File: src/rtl/accum_beat_packer.sv
`timescale 1ns/1ps
// accum_beat_packer
//   Read-out stage for the word-count accumulator array. On kick, reads a
//   contiguous range of DATA_WIDTH-bit counters from the accumulator's
//   synchronous read port and packs LANES counters per BEAT_WIDTH-bit beat.
//   Beats leave on an AXI4-Stream master with full tready backpressure.
//
// Ports
//   clk            rising-edge clock
//   reset          asynchronous active-low reset
//   kick           start pulse, honoured only in IDLE
//   busy           high in FETCH and DRAIN
//   done           one-cycle completion pulse
//   offset, words  first accumulator index / entry count, latched on kick
//   beats          ceil(words/LANES), held until the next kick
//   mem_rd_addr    accumulator read address (zero-extended, wraps mod 2^ADDR_WIDTH)
//   mem_rd_q       read data, valid one cycle after the address
//   m_axis_*       AXI4-Stream master (tvalid/tready/tdata/tlast)
module accum_beat_packer #(
    parameter int ADDR_WIDTH = 14,
    parameter int DATA_WIDTH = 64,
    parameter int BEAT_WIDTH = 512
) (
    input  logic                  clk,
    input  logic                  reset,
    input  logic                  kick,
    output logic                  busy,
    output logic                  done,
    input  logic [31:0]           offset,
    input  logic [31:0]           words,
    output logic [31:0]           beats,
    output logic [31:0]           mem_rd_addr,
    input  logic [DATA_WIDTH-1:0] mem_rd_q,
    output logic                  m_axis_tvalid,
    input  logic                  m_axis_tready,
    output logic [BEAT_WIDTH-1:0] m_axis_tdata,
    output logic                  m_axis_tlast
);

    localparam int LANES  = BEAT_WIDTH / DATA_WIDTH;
    localparam int LANE_W = $clog2(LANES);

    typedef enum logic [1:0] {
        S_IDLE,
        S_FETCH,
        S_DRAIN,
        S_DONE
    } state_t;

    state_t state_q, state_d;

    logic [31:0]           words_q;
    logic [31:0]           idx_q;      // index of the word whose address is on mem_rd_addr
    logic [31:0]           beats_q;
    logic [ADDR_WIDTH-1:0] addr_q;

    // Read in flight: data for it is on mem_rd_q this cycle.
    logic                  rd_pend_q;
    logic [LANE_W-1:0]     rd_lane_q;
    logic                  rd_buf_q;
    logic                  rd_last_q;

    // Ping-pong beat buffers; out_sel_q points at the one being presented.
    logic [BEAT_WIDTH-1:0] bank_q [2];
    logic [1:0]            full_q;
    logic [1:0]            last_q;
    logic                  out_sel_q;

    logic                  hs;
    logic                  tgt;
    logic                  issue;
    logic                  last_issue;
    logic [32:0]           beats_wide;
    logic [31:0]           beats_calc;
    logic                  unused_offset_hi;

    assign unused_offset_hi = ^offset[31:ADDR_WIDTH];

    assign m_axis_tvalid = full_q[out_sel_q];
    assign m_axis_tlast  = full_q[out_sel_q] & last_q[out_sel_q];
    assign m_axis_tdata  = bank_q[out_sel_q];
    assign mem_rd_addr   = 32'(addr_q);
    assign beats         = beats_q;

    always_comb begin
        beats_wide = {1'b0, words} + 33'd7;
        beats_calc = 32'(beats_wide[32:LANE_W]);
    end

    // A read may be issued when the buffer its data lands in is free, or is
    // handed off downstream on this same edge (it is cleared before the data
    // arrives one cycle later).
    always_comb begin
        hs         = m_axis_tvalid & m_axis_tready;
        tgt        = idx_q[LANE_W];
        issue      = (state_q == S_FETCH) && (!full_q[tgt] || (hs && (out_sel_q == tgt)));
        last_issue = issue && (idx_q == words_q - 32'd1);
    end

    always_comb begin
        state_d = state_q;
        busy    = 1'b0;
        done    = 1'b0;
        unique case (state_q)
            S_IDLE: begin
                if (kick) state_d = (words == 32'd0) ? S_DONE : S_FETCH;
            end
            S_FETCH: begin
                busy = 1'b1;
                if (last_issue) state_d = S_DRAIN;
            end
            S_DRAIN: begin
                busy = 1'b1;
                // tlast is only ever set on the final beat, so its handshake
                // marks the end of the transfer.
                if (hs && m_axis_tlast) state_d = S_DONE;
            end
            S_DONE: begin
                done    = 1'b1;
                state_d = S_IDLE;
            end
            default: state_d = S_IDLE;
        endcase
    end

    always_ff @(posedge clk or negedge reset) begin
        if (!reset) begin
            state_q   <= S_IDLE;
            words_q   <= '0;
            idx_q     <= '0;
            beats_q   <= '0;
            addr_q    <= '0;
            rd_pend_q <= 1'b0;
            rd_lane_q <= '0;
            rd_buf_q  <= 1'b0;
            rd_last_q <= 1'b0;
            bank_q[0] <= '0;
            bank_q[1] <= '0;
            full_q    <= '0;
            last_q    <= '0;
            out_sel_q <= 1'b0;
        end else begin
            state_q <= state_d;
            if (state_q == S_IDLE && kick) begin
                words_q   <= words;
                idx_q     <= '0;
                beats_q   <= beats_calc;
                addr_q    <= offset[ADDR_WIDTH-1:0];
                rd_pend_q <= 1'b0;
                bank_q[0] <= '0;
                bank_q[1] <= '0;
                full_q    <= '0;
                last_q    <= '0;
                out_sel_q <= 1'b0;
            end else begin
                rd_pend_q <= issue;
                if (issue) begin
                    rd_lane_q <= idx_q[LANE_W-1:0];
                    rd_buf_q  <= tgt;
                    rd_last_q <= last_issue;
                    idx_q     <= idx_q + 32'd1;
                    addr_q    <= addr_q + ADDR_WIDTH'(1);
                end

                // Handed-off buffer is zeroed so a partial final beat has
                // clear upper lanes.
                if (hs) begin
                    full_q[out_sel_q] <= 1'b0;
                    last_q[out_sel_q] <= 1'b0;
                    bank_q[out_sel_q] <= '0;
                    out_sel_q         <= ~out_sel_q;
                end

                if (rd_pend_q) begin
                    for (int unsigned l = 0; l < LANES; l++) begin
                        if (rd_lane_q == LANE_W'(l))
                            bank_q[rd_buf_q][l*DATA_WIDTH +: DATA_WIDTH] <= mem_rd_q;
                    end
                    if (rd_lane_q == LANE_W'(LANES - 1) || rd_last_q) begin
                        full_q[rd_buf_q] <= 1'b1;
                        last_q[rd_buf_q] <= rd_last_q;
                    end
                end
            end
        end
    end

endmodule

File: config.mk
export PLATFORM = sky130hd
export DESIGN_NAME = accum_beat_packer
export DESIGN_NICKNAME = d
export VERILOG_FILES = /design/src/rtl/accum_beat_packer.sv
export SDC_FILE = /design/constraint.sdc
export NUM_CORES = 2
export LEC_CHECK = 0
export CAP_MARGIN = 25
export CORE_UTILIZATION = 58
export CTS_CLUSTER_DIAMETER = 100
export DETAILED_ROUTE_END_ITERATION = 12
export GPL_ROUTABILITY_DRIVEN = 0
export PLACE_DENSITY = 0.95
export REMOVE_ABC_BUFFERS = 1
export SETUP_SLACK_MARGIN = 0.05
export SYNTH_ARGS = -nofsm -noshare
export SYNTH_HDL_FRONTEND = slang
export SYNTH_SLANG_ARGS = --single-unit
File: constraint.sdc
create_clock -name clk -period 4.66 [get_ports clk]
set_input_delay 0.932 -clock clk [delete_from_list [all_inputs] [get_ports clk]]
set_output_delay 0.932 -clock clk [all_outputs]
set_load 0.1 [all_outputs]
; ---- Word level (Yosys, flattened, before mapping)
; Index checks and enable logic that the tools add are counted.
[word_totals]
ff_bits = 1145
input_bits = 132
output_inout_bits = 580
[classes]
n_addsub = 4
order_cmp = 9
eq_ne = 15
muxes = 90
bitwise_logic = 12
n_reduce_logical = 20
[ops]
columns = op, n
row1 = 2-to-1 mux 1024 bit, 26
row2 = bitwise mux 1024 bit, 8
row3 = demux 512 bit (select 1 bit), 9
row4 = 2-to-1 mux 512 bit, 5
row5 = bitwise AND 1024 bit, 1
row6 = inverter 1024 bit, 1
row7 = 2-to-1 mux 448 bit, 1
row8 = 2-to-1 mux 384 bit, 1
row9 = 2-to-1 mux 320 bit, 1
row10 = 2-to-1 mux 256 bit, 1
row11 = 2-to-1 mux 192 bit, 1
row12 = 2-to-1 mux 128 bit, 1
row13 = 2-to-1 mux 32 bit, 2
row14 = 2-to-1 mux 64 bit, 1
row15 = adder 32 x 3 -> 33 bit (second input constant), 1
row16 = adder 32 x 1 -> 32 bit (second input constant), 1
row17 = equality test 32 bit, 1
row18 = zero test 32 bit, 1
row19 = subtractor 32 x 1 -> 32 bit (second input constant), 1
row20 = 2-to-1 mux 14 bit, 2
row21 = 2-to-1 mux 2 bit, 14
row22 = adder 14 x 1 -> 14 bit (second input constant), 1
row23 = 2-to-1 mux 1 bit, 13
row24 = equality test 3 bit (second input constant), 4
row25 = 28 further kinds, 52

; ---- Logic depth before layout (Yosys ltp)
[depth]
word_depth = 41
ltp_mapped = 11
mapped_depth_nobuf = 11

; ---- Worst setup path before layout
; No wires, ideal clock.
[synth_path]
path_kind = input to register
startpoint = input port m_axis_tready
endpoint = register idx_q[31]
setup_time_ns = 0.132
arrival_time_ns = 3.042
setup_slack_ns = 1.486
cell_stages = 10
n_path_buf = 1
cell_sequence = clkbuf_1 > inv_1 > o21ai_0 > o211ai_1 > nor4_1 > nand2_1 > nor4_1 > nand3_1 > xor2_1 > nor2_1
[synth_via]
elab_chain_len = 5
[synth_rtl]
columns = item, line_no
row1 = from (decl), 35  ; input logic m_axis_tready,
row2 = bitwise AND 1 bit, 94  ; hs = m_axis_tvalid & m_axis_tready;
row3 = logical AND 1 bit, 96  ; issue = (state_q == S_FETCH) && (!full_q[tgt] || (hs && (out_sel_q == tgt)));
row4 = logical OR 1 bit, 96
row5 = logical AND 1 bit, 96
row6 = nonzero test 2 bit (no source line), n/a
row7 = to (signal assigned), 161  ; idx_q <= idx_q + 32'd1;
row8 = to (decl), 53  ; logic [31:0] idx_q;
; No other way between the ends.
; A chain may end at the register's enable or synchronous reset.

; ---- Worst setup path after layout
[layout_path]
startpoint = register out_sel_q
endpoint = output port m_axis_tdata[373]
[layout_via]
elab_chain_len = 4
[layout_rtl]
columns = item, line_no
row1 = from (decl), 67  ; logic out_sel_q;
row2 = from (signal assigned), 171  ; out_sel_q <= ~out_sel_q;
row3 = inverter 1 -> 2 bit (not written as such), 81  ; assign m_axis_tdata = bank_q[out_sel_q];
row4 = 2-to-1 mux 512 bit (not written as such) (3 in a row), 81
row5 = to (decl), 36  ; output logic [BEAT_WIDTH-1:0] m_axis_tdata,
; No other way between the ends. The select of a mux whose other input is x is not followed.

==> flow_summary.ini <==
[status]
outcome = finished, final reports clean

[global_routing]
grt_max_degree = 147
overflow = 0
grt_pass1_vias = 53989
grtUsageTotal = 0.439
grt_pass1_wl_mm = 319
antenna_found_initial = 7

[logic_synthesis]
syn_inst = 6103
ys_seq_area_frac = 0.519
ys_seq_elements = 1145
yosysWarnings = 0
synthDistinctLibCells = 69
synth_edf_count = 0
syn-mean-instance-area_um2 = 9.04
synth_area_um2 = 55200
synth_ff_type = dfrtp_1
synthArstFlopShare = 1.00

[clocking]
htreeDepth = 3
clk_pin_slew_ps = 60
cts_resized = 0
insertion_delay_ps = 740
clockRootBuffer = clkbuf_16
numCtsBuffers = 113
cts_setup_buffers = 0
hold_buffers = 0
cts_tree = done
clk_path_buf_depth = 3
numClockSinks = 1145

[finish]
drive_gt1_frac = 0.217
regArea_um2 = 28700
area_growth_pct = 18.1
final_cell_mix = nand2_1 (1,190), dfrtp_1 (1,144), nand3_1 (1,064), a21oi_1 (1,035), buf_4 (603)
multi_input_area_um2 = 24200
num-fill-cells = 5969
design_area_um2 = 65200
final_common_cell = nand2_1
nets = 6507
fin_util = 0.696

[floorplan]
start_util = 0.589
placementRows = 112
fp.dieH_um = 310
coreArea_um2 = 93700
die_x_um = 310
die_area_um2 = 96400
ios = 712

[setup_path]
required_ps = 3730
cp_max_fo = 146
rrSetupSlack_ps = 1090
arrival_ps = 3020
crit_path_start = out_sel_q$_DFFE_PN0P_
startpoint_type = flop
critPathKind = reg2out
rr_startpoint = words_q[0]$_DFFE_PN0P_
end_kind = output port

[sta]
fin_crit_sh = 0.849
rsz0062_at_grt = no
hold_viol = 0
drv_slew = 0
slew_headroom = 0.234
period_needed_ps = 3960
clock-skew-final_ps = 40.0
setup-violations-final = 0
tns_ps = 0
tightest_slew_ps = 1140
fmax_ghz = 0.253

[placed_design]
placed_cell_area_um2 = 61500
dp_hpwl_mm = 118
numPortBuffers = 673

[drt]
first_iter_violations = 9889
dr.pass1.iters = 10
via_per_inst = 6.99
drt_wl_total_mm = 214
postRouteAntennaNets = 0
wl_per_cell_um = 27.7
drc = 0
route.vias.total = 53856

[job]
max_cap_viol_count = 0

[hold_path]
hp-class = in2async
[critical path: stages (launching register included)]
cell     delay [ps]
dfrtp_4         630
buf_12          570
mux2_2          500
buf_4           350
[cell families after synthesis]
logic type	Yosys count	share of synthesized area
muxes	523	0.107
other	1	0.0000679
and+or+nand+nor	2486	0.201
adders and majority gates	8	0.00181
DFF	1145	0.519
xor gates and xnor gates	106	0.0168
AOI/OAI and AO/OA	1136	0.105
buffers and inverters	698	0.0492
[synthesized netlist by cell type, types with 3 or more instances]
library cell / instances / area, um^2
xnor2_1: 58 / 508
and4_1: 5 / 43.8
mux2i_1: 4 / 40.0
o211ai_1: 3 / 22.5
nand3_1: 1073 / 5370
and2_1: 6 / 37.5
a211oi_1: 4 / 30.0
ha_1: 8 / 100
nand4_1: 18 / 113
o21ai_0: 64 / 320
and3_1: 9 / 56.3
nor3_1: 32 / 160
nor3b_1: 3 / 22.5
a21oi_1: 1035 / 5180
o311ai_0: 3 / 26.3
nand2b_1: 6 / 37.5
nand3b_1: 3 / 22.5
a32oi_1: 4 / 35.0
buf_1: 62 / 233
clkbuf_1: 591 / 2220
buf_4: 20 / 150
xor2_1: 48 / 420
inv_1: 20 / 75.1
nor2b_1: 7 / 43.8
or4_1: 4 / 30.0
nor2_1: 76 / 285
mux2_2: 518 / 5830
dfrtp_1: 1145 / 28700
nand2_1: 1200 / 4500
a31oi_1: 5 / 31.3
or3_1: 7 / 43.8
nor4_1: 17 / 106
[worst paths after layout]
kind | end | cells after the start
min in group clk | beats[1]$_DFFE_PN0P_ | 2
worst min-delay path | beats[19]$_DFFE_PN0P_ | 1
max in group asynchronous | bank_q[488]$_DFF_PN0_ | 2
worst min register to register | beats[1]$_DFFE_PN0P_ | 2
worst max register to register | state_q[1]$_DFFE_PN0P_ | 10
worst max-delay path | m_axis_tdata[373] | 3
[registers in the layout (all words and copies together) (netlist names)]
name,cells
out_sel_q,1
bank_q,1024
rd_buf_q,1
idx_q,32
last_q,2
rd_lane_q,3
rd_pend_q,1
words_q,32
state_q,2
beats,30
full_q,2
addr_q,14
rd_last_q,1
[layout make-up]
| type | instances | area share |
|---|---|---|
| repair buffers | 808 | 0.108 |
| well taps | 1254 | 0.0241 |
| diodes | 3 | 0.000115 |
| multi-input cells | 4279 | 0.371 |
| flip-flops and latches | 1145 | 0.439 |
| clock inverters | 35 | 0.00587 |
| clock buffers | 161 | 0.0504 |
| inverters | 20 | 0.00115 |
[metal layers]
metal / up-vias / routed length (um) / track usage
li1: 21352 / - / -
met1: 25467 / 67600 / 0.519
met2: 5337 / 90800 / 0.626
met3: 1696 / 34900 / 0.185
met4: 4 / 20400 / 0.352
met5: - / 28 / 0
[per-stage QoR]
stage                     std cells  hold WS [ps]  setup WS (ps)
final                          7705           311            705
after global routing           7704           345            729
after CTS                      7700           333            838
after detailed placement       7504           474            655
after global placement         7504           469            738
after floorplan                5444           462         -29550
Power is not shown: default switching activity piles up to over one toggle a cycle in this logic, so the estimate is an artifact.
